===== src/rtl/tt_sel_seq.sv =====
// tt_sel_seq: host-side selection sequencer driving the controller's sel_rst_n/sel_inc/ena pads.
// Ports: clk, rst (sync, active-high); req/addr in with ack out form the request handshake;
//   dis drops ena and returns to idle; busy/done report progress; sel_rst_n, sel_inc, ena drive the pads.
// Optional feature: define TT_SEL_INCREMENTAL_EN to step forward from the current address without a counter reset.
module tt_sel_seq #(
  parameter int ADDR_W  = 10,
  parameter int RST_CYC = 4,
  parameter int INC_HI  = 2,
  parameter int INC_LO  = 2,
  parameter int ENA_DLY = 2
) (
  input  logic              clk,
  input  logic              rst,
  input  logic              req,
  input  logic [ADDR_W-1:0] addr,
  input  logic              dis,
  output logic              ack,
  output logic              busy,
  output logic              done,
  output logic              sel_rst_n,
  output logic              sel_inc,
  output logic              ena
);
  localparam int CW = $clog2(RST_CYC + INC_HI + INC_LO + ENA_DLY + 1);
  localparam logic [CW-1:0] T_RST = CW'(RST_CYC - 1);
  localparam logic [CW-1:0] T_HI  = CW'(INC_HI - 1);
  localparam logic [CW-1:0] T_LO  = CW'(INC_LO - 1);
  localparam logic [CW-1:0] T_ENA = CW'(ENA_DLY - 1);
  typedef enum logic [2:0] {S_IDLE, S_RST, S_GAP, S_INC_HI, S_INC_LO, S_SETTLE, S_ACTIVE} state_t;
  state_t st, nxt;
  logic [CW-1:0] tmr, tmr_n;
  logic [ADDR_W-1:0] pcnt, pcnt_n;
  logic ack_n, done_n;
`ifdef TT_SEL_INCREMENTAL_EN
  logic [ADDR_W-1:0] tgt, tgt_n, cur, cur_n;
  logic cv, cv_n;
`endif
  always_ff @(posedge clk) begin
    if (rst) begin
      st        <= S_IDLE;
      tmr       <= '0;
      pcnt      <= '0;
      ack       <= 1'b0;
      busy      <= 1'b0;
      done      <= 1'b0;
      sel_rst_n <= 1'b0;
      sel_inc   <= 1'b0;
      ena       <= 1'b0;
`ifdef TT_SEL_INCREMENTAL_EN
      tgt       <= '0;
      cur       <= '0;
      cv        <= 1'b0;
`endif
    end else begin
      st        <= nxt;
      tmr       <= tmr_n;
      pcnt      <= pcnt_n;
      ack       <= ack_n;
      done      <= done_n;
      busy      <= nxt != S_IDLE && nxt != S_ACTIVE;
      sel_rst_n <= nxt != S_IDLE && nxt != S_RST;
      sel_inc   <= nxt == S_INC_HI;
      ena       <= nxt == S_ACTIVE;
`ifdef TT_SEL_INCREMENTAL_EN
      tgt       <= tgt_n;
      cur       <= cur_n;
      cv        <= cv_n;
`endif
    end
  end
  // tmr counts down the cycles left in timed states; every entry reloads it, so idle underflow is harmless
  always_comb begin
    nxt    = st;
    tmr_n  = tmr - 1'b1;
    pcnt_n = pcnt;
    ack_n  = 1'b0;
    done_n = 1'b0;
`ifdef TT_SEL_INCREMENTAL_EN
    tgt_n  = tgt;
    cur_n  = cur;
    cv_n   = cv;
`endif
    if (dis) begin
      nxt = S_IDLE;
`ifdef TT_SEL_INCREMENTAL_EN
      cv_n = 1'b0;
`endif
    end else begin
      case (st)
        S_IDLE, S_ACTIVE: if (req) begin
          ack_n  = 1'b1;
          nxt    = S_RST;
          tmr_n  = T_RST;
          pcnt_n = addr;
`ifdef TT_SEL_INCREMENTAL_EN
          tgt_n  = addr;
          if (st == S_ACTIVE && cv && addr >= cur) begin
            pcnt_n = addr - cur;
            nxt    = addr == cur ? S_SETTLE : S_INC_HI;
            tmr_n  = addr == cur ? T_ENA : T_HI;
          end
`endif
        end
        S_RST: if (tmr == '0) nxt = S_GAP;
        S_GAP: begin
          nxt   = pcnt == '0 ? S_SETTLE : S_INC_HI;
          tmr_n = pcnt == '0 ? T_ENA : T_HI;
        end
        S_INC_HI: if (tmr == '0) begin
          nxt   = S_INC_LO;
          tmr_n = T_LO;
        end
        S_INC_LO: if (tmr == '0) begin
          pcnt_n = pcnt - 1'b1;
          nxt    = pcnt == ADDR_W'(1) ? S_SETTLE : S_INC_HI;
          tmr_n  = pcnt == ADDR_W'(1) ? T_ENA : T_HI;
        end
        S_SETTLE: if (tmr == '0) begin
          nxt    = S_ACTIVE;
          done_n = 1'b1;
`ifdef TT_SEL_INCREMENTAL_EN
          cur_n  = tgt;
          cv_n   = 1'b1;
`endif
        end
        default: nxt = S_IDLE;
      endcase
    end
  end
endmodule


===== config.mk =====
export PLATFORM = sky130hd
export DESIGN_NAME = tt_sel_seq
export DESIGN_NICKNAME = d
export VERILOG_FILES = /design/src/rtl/tt_sel_seq.sv
export SDC_FILE = /design/constraint.sdc
export NUM_CORES = 1
export LEC_CHECK = 0
export ABC_CLOCK_PERIOD_IN_PS = 1820
export CORE_UTILIZATION = 49
export DETAILED_ROUTE_END_ITERATION = 6
export PLACE_DENSITY = 0.72
export SLEW_MARGIN = 20
export SYNTH_ARGS = -nofsm -noshare
export SYNTH_HDL_FRONTEND = slang
export SYNTH_SLANG_ARGS = --single-unit

===== constraint.sdc =====
create_clock -name clk -period 1.82 [get_ports clk]
set_input_delay 0.364 -clock clk [delete_from_list [all_inputs] [get_ports clk]]
set_output_delay 0.364 -clock clk [all_outputs]
set_load 0.02 [all_outputs]

==> impl_metrics.tcl, run 1 <==
set metrics [dict create \
    grt_pass1_vias 1418 \
    wl_um 3774 \
    crit_path_end_kind "register" \
    synth.avg_cell_area_um2 7.970 \
    synth_edf_count 0 \
    status "finished, violations left" \
    startpoint_type "register" \
    setup_ws_ps -1.397 \
    arrival_ps 2040 \
    fin_crit_ps 1821 \
    synthesis.area_um2 1466 \
    worst_slew_pin_slew_ps 429.2 \
    ir_drop_uv 481.4 \
    setup_viol 1 \
    clockBufferDepth 2 \
    area_growth_pct 32.51 \
    slowest_delay_ps 430 \
    crit_path_cell_trace "inv_2, ha_4, or3b_4, o32ai_4, a21oi_2, and2_4, a211o_1" \
    nNetsFinal 242 \
    first_pass_iters 7 \
    violations "DRC, setup timing" \
    n_fill_cell 233 \
    ys_types 52 \
    max-cap-violations 0 \
    skew_ps 10.89 \
    num_rows 19 \
    seq_area_um2 465.4 \
    insertion_delay_ps 320 \
    core_um2 2805 \
    utilization_pct 69.27 \
    numCtsBuffers 3 \
    dpl_cell_area_um2 1849 \
    async_flop_share_pct 0 \
    start_util_pct 52.27 \
    final_area_um2 1943 \
    ys_seq_elements 23 \
    cts_hold_buf 0 \
    grt_pass1_wl_um 6134 \
    slew_headroom_pct 71.08 \
    place_hpwl_um 2747 \
    htreeDepth 1 \
    min_path_type "register to register" \
    antenna_cells 0 \
    fmax_mhz 549.0 \
    root_buffer "clkbuf_4" \
    die-area_um2 3215 \
    fp.dieH_um 56.71 \
    viasPerCell 5.965 \
    gp_congestion 0.8492 \
    rsz0062_at_grt "yes" \
    clk_pin_slew_ps 130 \
    mostFrequentLayoutCell "buf_4" \
    final_cell_mix "buf_4, nor2_1, a21oi_1, dfxtp_1, clkdlybuf4s50_1" \
    ys_seq_area_share_pct 31.40 \
    wl_per_cell_um 14.86 \
    cts_tree "built" \
    drive_gt1_share_pct 24.22 \
    drtIter0Drc 79 \
    powerDensity_nw_per_um2 651.7 \
    via_count 1515 \
    crit_slowest_cell "or3b_4" \
    slew_violations 0 \
    clock-sinks 23 \
    hold_viol_final 0 \
    grt_overflow 0 \
    synth_nets 202 \
    timing.final.crit_share_pct 100.1 \
    p_leak_nw 0.7711 \
    crit_path_max_fanout 5 \
    postRouteAntennaNets 0 \
    pin_count 20 \
    multiInputGateArea_um2 980.9 \
    yosysWarningCount 0 \
    worstPathRequired_ps 2040 \
    antenna_found_initial 0 \
    io_buffers 19 \
    synth-main-ff-cell "dfxtp_1" \
    power_mw 1.266 \
    fp.dieW_um 56.71 \
    grt_use_total_pct 24.36 \
    drcViolationCount 4 \
    grt_start_max_net_pins 23 \
    syn_inst 184 \
    crit_type "register to register" \
]
-- per-layer routing --
metal	vias up	global-route usage, %	wire length (µm)
li1	747	-	-
met1	727	32.53	1759
met2	39	39.97	1829
met3	2	4.839	164
met4	0	6.071	21
met5	-	0	0
-- where the power goes --
part           total [mW]  leakage [nW]  switching (mW)  internal (mW)
combinational       0.452         0.567           0.222          0.230
sequential          0.571         0.189          0.0299          0.541
clock               0.243        0.0150           0.157         0.0859
total                1.27         0.771           0.409          0.857
-- cells by family (layout without fill, tap and decap cells) --
kind of cell / Yosys count / in the layout / share of synthesized area [%]
buffers and inverters: 18 / 57 / 5.376
AOI/OAI and AO/OA: 65 / 65 / 31.40
and+or+nand+nor: 72 / 72 / 27.22
DFF: 23 / 23 / 31.40
adders and majority gates: 4 / 4 / 3.413
xor gates and xnor gates: 2 / 2 / 1.195
-- cell type report --
cell class | instances | area share [%]
clock buffer | 4 | 1.352
multi-input combinational | 143 | 50.48
timing repair buffer | 46 | 20.86
sequential | 23 | 23.95
inverter | 7 | 1.352
tap | 31 | 1.996
-- cells in the mapped netlist (all sizes together) (2+ instances only) --
cell	number	area, µm²
o21a	2	15.01
a211o	2	17.52
a211oi	4	30.03
nand3	6	30.03
o211ai	2	15.01
o21ai	11	55.05
a21oi	21	108.9
and3b	2	17.52
or3b	2	17.52
a22oi	3	22.52
buf	8	41.29
nor4	3	25.02
xnor2	2	17.52
dfxtp	23	460.4
nor3b	3	32.53
a31oi	3	18.77
nor2	20	75.07
nand2	11	41.29
inv	7	26.28
ha	4	50.05
nor2b	3	18.77
and2	2	15.02
clkbuf	3	11.26
nor3	10	50.05
a21o	5	37.54
nand2b	3	18.77
-- sequential cells by signal, indices dropped and copies added (netlist names) --
register   flops
sel_inc        1
ena            1
st             3
pcnt          10
done           1
busy           1
ack            1
sel_rst_n      1
tmr            4
-- timing repair --
action	in CTS	in global routing
endpoints found under the setup margin	5	7
buffers inserted	2	1
pin swaps	2	6
resized for setup	5	9
-- final timing paths --
kind / startpoint / to / slack (ps) / cells after the start
worst max register to register: tmr[0]$_SDFF_PP0_ / busy$_SDFF_PP0_ / -1 / 7
worst min-delay path: pcnt[5]$_SDFFE_PP0P_ / pcnt[5]$_SDFFE_PP0P_ / 500 / 2
worst max-delay path: tmr[0]$_SDFF_PP0_ / busy$_SDFF_PP0_ / -1 / 7
worst min register to register: pcnt[5]$_SDFFE_PP0P_ / pcnt[5]$_SDFFE_PP0P_ / 500 / 2
-- critical path: cells and delay by family, from the launching register on --
family	cells	cell delay, ps
buffers and inverters	1	70
flip-flops	1	350
AND/OR/NAND/NOR	2	580
AO/OA/AOI/OAI	3	600
adder cells (fa/ha/maj)	1	120
-- per-stage QoR --
stage / instances / TNS [ps] / setup slack [ps] / hold slack (ps)
after detailed placement: 247 / -1326 / -199.5 / 486.4
after CTS: 253 / -25.21 / -25.21 / 504.9
after global placement: 247 / -597.5 / -117.9 / 472.5
after floorplan: 184 / 0 / 0.8925 / 459.5
after global routing: 254 / -130.5 / -80.26 / 543.1
final: 254 / -1.397 / -1.397 / 500.6
Note: power is estimated with default switching activity, not from simulation.
==> run 2: changes to the inputs <==
SETUP_SLACK_MARGIN = 0.05   (was default)
==> impl_metrics.tcl, run 2 (synthesized netlist as in run 1, its figures left out) <==
set metrics [dict create \
    arrival_ps 2000 \
    crit_buf_inv 1 \
    ir_drop_uv 471.5 \
    timing.final.crit_share_pct 97.66 \
    nNetsFinal 236 \
    setup_viol 0 \
    die-area_um2 3215 \
    worstPathRequired_ps 2040 \
    fin_crit_ps 1777 \
    skew_ps 4.610 \
    drcViolationCount 4 \
    place_hpwl_um 2751 \
    crit_path_end_kind "register" \
    cts_hold_buf 0 \
    core_um2 2805 \
    slew_violations 0 \
    pin_count 20 \
    status "finished, violations left" \
    postRouteAntennaNets 0 \
    wl_um 3763 \
    power_mw 1.253 \
    final_cell_count_no_fill 248 \
    fp.dieH_um 56.71 \
    start_util_pct 52.27 \
    wl_per_cell_um 15.17 \
    gp_congestion 0.8644 \
    crit_slowest_cell "or3b_4" \
    root_buffer "clkbuf_4" \
    antenna_cells 0 \
    largest_register_ff_count 10 \
    startpoint_type "register" \
    via_count 1501 \
    grt_start_max_net_pins 23 \
    numCtsBuffers 3 \
    clockBufferDepth 2 \
    hold_viol_final 0 \
    utilization_pct 67.35 \
    first_pass_iters 6 \
    crit_type "register to register" \
    rsz0062_at_grt "yes" \
    grt_overflow 0 \
    cp_top_family "simple AND/OR/NAND/NOR gates" \
    io_buffers 19 \
    worst_slew_pin_slew_ps 439.9 \
    setup_ws_ps 42.62 \
    reg_top3 "pcnt: 10 flops, tmr: 4 flops, st: 3 flops" \
    grt_pass1_wl_um 6223 \
    grt_pass1_vias 1392 \
    top_register "pcnt" \
    violations "DRC" \
    fmax_mhz 562.6 \
    n_fill_cell 244 \
    placedCellCount 243 \
    multiInputGateArea_um2 969.7 \
    area_growth_pct 28.84 \
    crit_path_max_fanout 5 \
    cts_tree "built" \
    viasPerCell 6.052 \
    final_cell_mix "buf_4, nor2_1, a21oi_1, clkdlybuf4s50_1, dfxtp_1" \
    place_ws_ps -159.4 \
    insertion_delay_ps 310 \
    powerDensity_nw_per_um2 663.1 \
    p_leak_nw 0.7428 \
    drtIter0Drc 75 \
    antenna_found_initial 0 \
    clock-sinks 23 \
    grt_use_total_pct 24.54 \
    num_rows 19 \
    htreeDepth 1 \
    fp.dieW_um 56.71 \
    drive_gt1_share_pct 22.58 \
    setup_tns_ps 0 \
    slowest_delay_ps 440 \
    crit_path_cell_trace "inv_2, ha_4, or3b_4, o32ai_4, a21oi_2, and2_4, a211o_1" \
    max-cap-violations 0 \
    clk_pin_slew_ps 130 \
    slew_headroom_pct 70.36 \
    min_path_type "register to register" \
    seq_area_um2 466.7 \
    mostFrequentLayoutCell "buf_4" \
]
## run 2: layer usage
metal | part of all wire, % | wire length (µm) | GRT usage, % | vias to the layer above
met4 | 0.61 | 23 | 8.929 | 0
met5 | 0 | 0 | 0 | -
li1 | - | - | - | 739
met3 | 3.9 | 146 | 2.765 | 2
met1 | 46 | 1746 | 33.33 | 716
met2 | 49 | 1847 | 39.80 | 44
## run 2: final cells by class
class | instances | share of cell area, %
Clock buffer | 3 | 1.192
Clock inverter | 1 | 0.2649
Inverter | 7 | 1.391
Multi-Input combinational cell | 143 | 51.32
Tap cell | 31 | 2.053
Sequential cell | 23 | 24.70
Timing Repair Buffer | 40 | 19.07
## run 2: report_power, final
group / internal [mW] / total, mW / switching [mW]
clock network: 0.0821 / 0.243 / 0.161
logic: 0.221 / 0.431 / 0.210
registers: 0.541 / 0.579 / 0.0377
## run 2: worst paths after layout
check                                     startpoint                    to  slack [ps]  cells past startpoint
worst max-delay path               tmr[1]$_SDFF_PP0_       busy$_SDFF_PP0_          40                      7
worst min-delay path            pcnt[5]$_SDFFE_PP0P_  pcnt[5]$_SDFFE_PP0P_         510                      2
worst max register to register     tmr[1]$_SDFF_PP0_       busy$_SDFF_PP0_          40                      7
worst min register to register  pcnt[5]$_SDFFE_PP0P_  pcnt[5]$_SDFFE_PP0P_         510                      2
## run 2: repair_timing
item,4_1_cts,5_1_grt
endpoints found under the setup margin,3,4
pin swaps,2,2
gates resized for setup,5,6
buffers inserted,1,0
## run 2: through the flow
stage | hold slack, ps | cell area (µm²)
after floorplan | 459.5 | 1491
after global placement | 480.0 | 1824
after detailed placement | 495.6 | 1824
after CTS | 516.3 | 1868
after global routing | 551.4 | 1889
final | 513.6 | 1889
## run 2: worst reg2reg max path, stage by stage, from the launching register on
cell	delay [ps]
dfxtp_2	350
inv_2	60
ha_4	140
or3b_4	440
o32ai_4	230
a21oi_2	80
and2_4	150
a211o_1	240
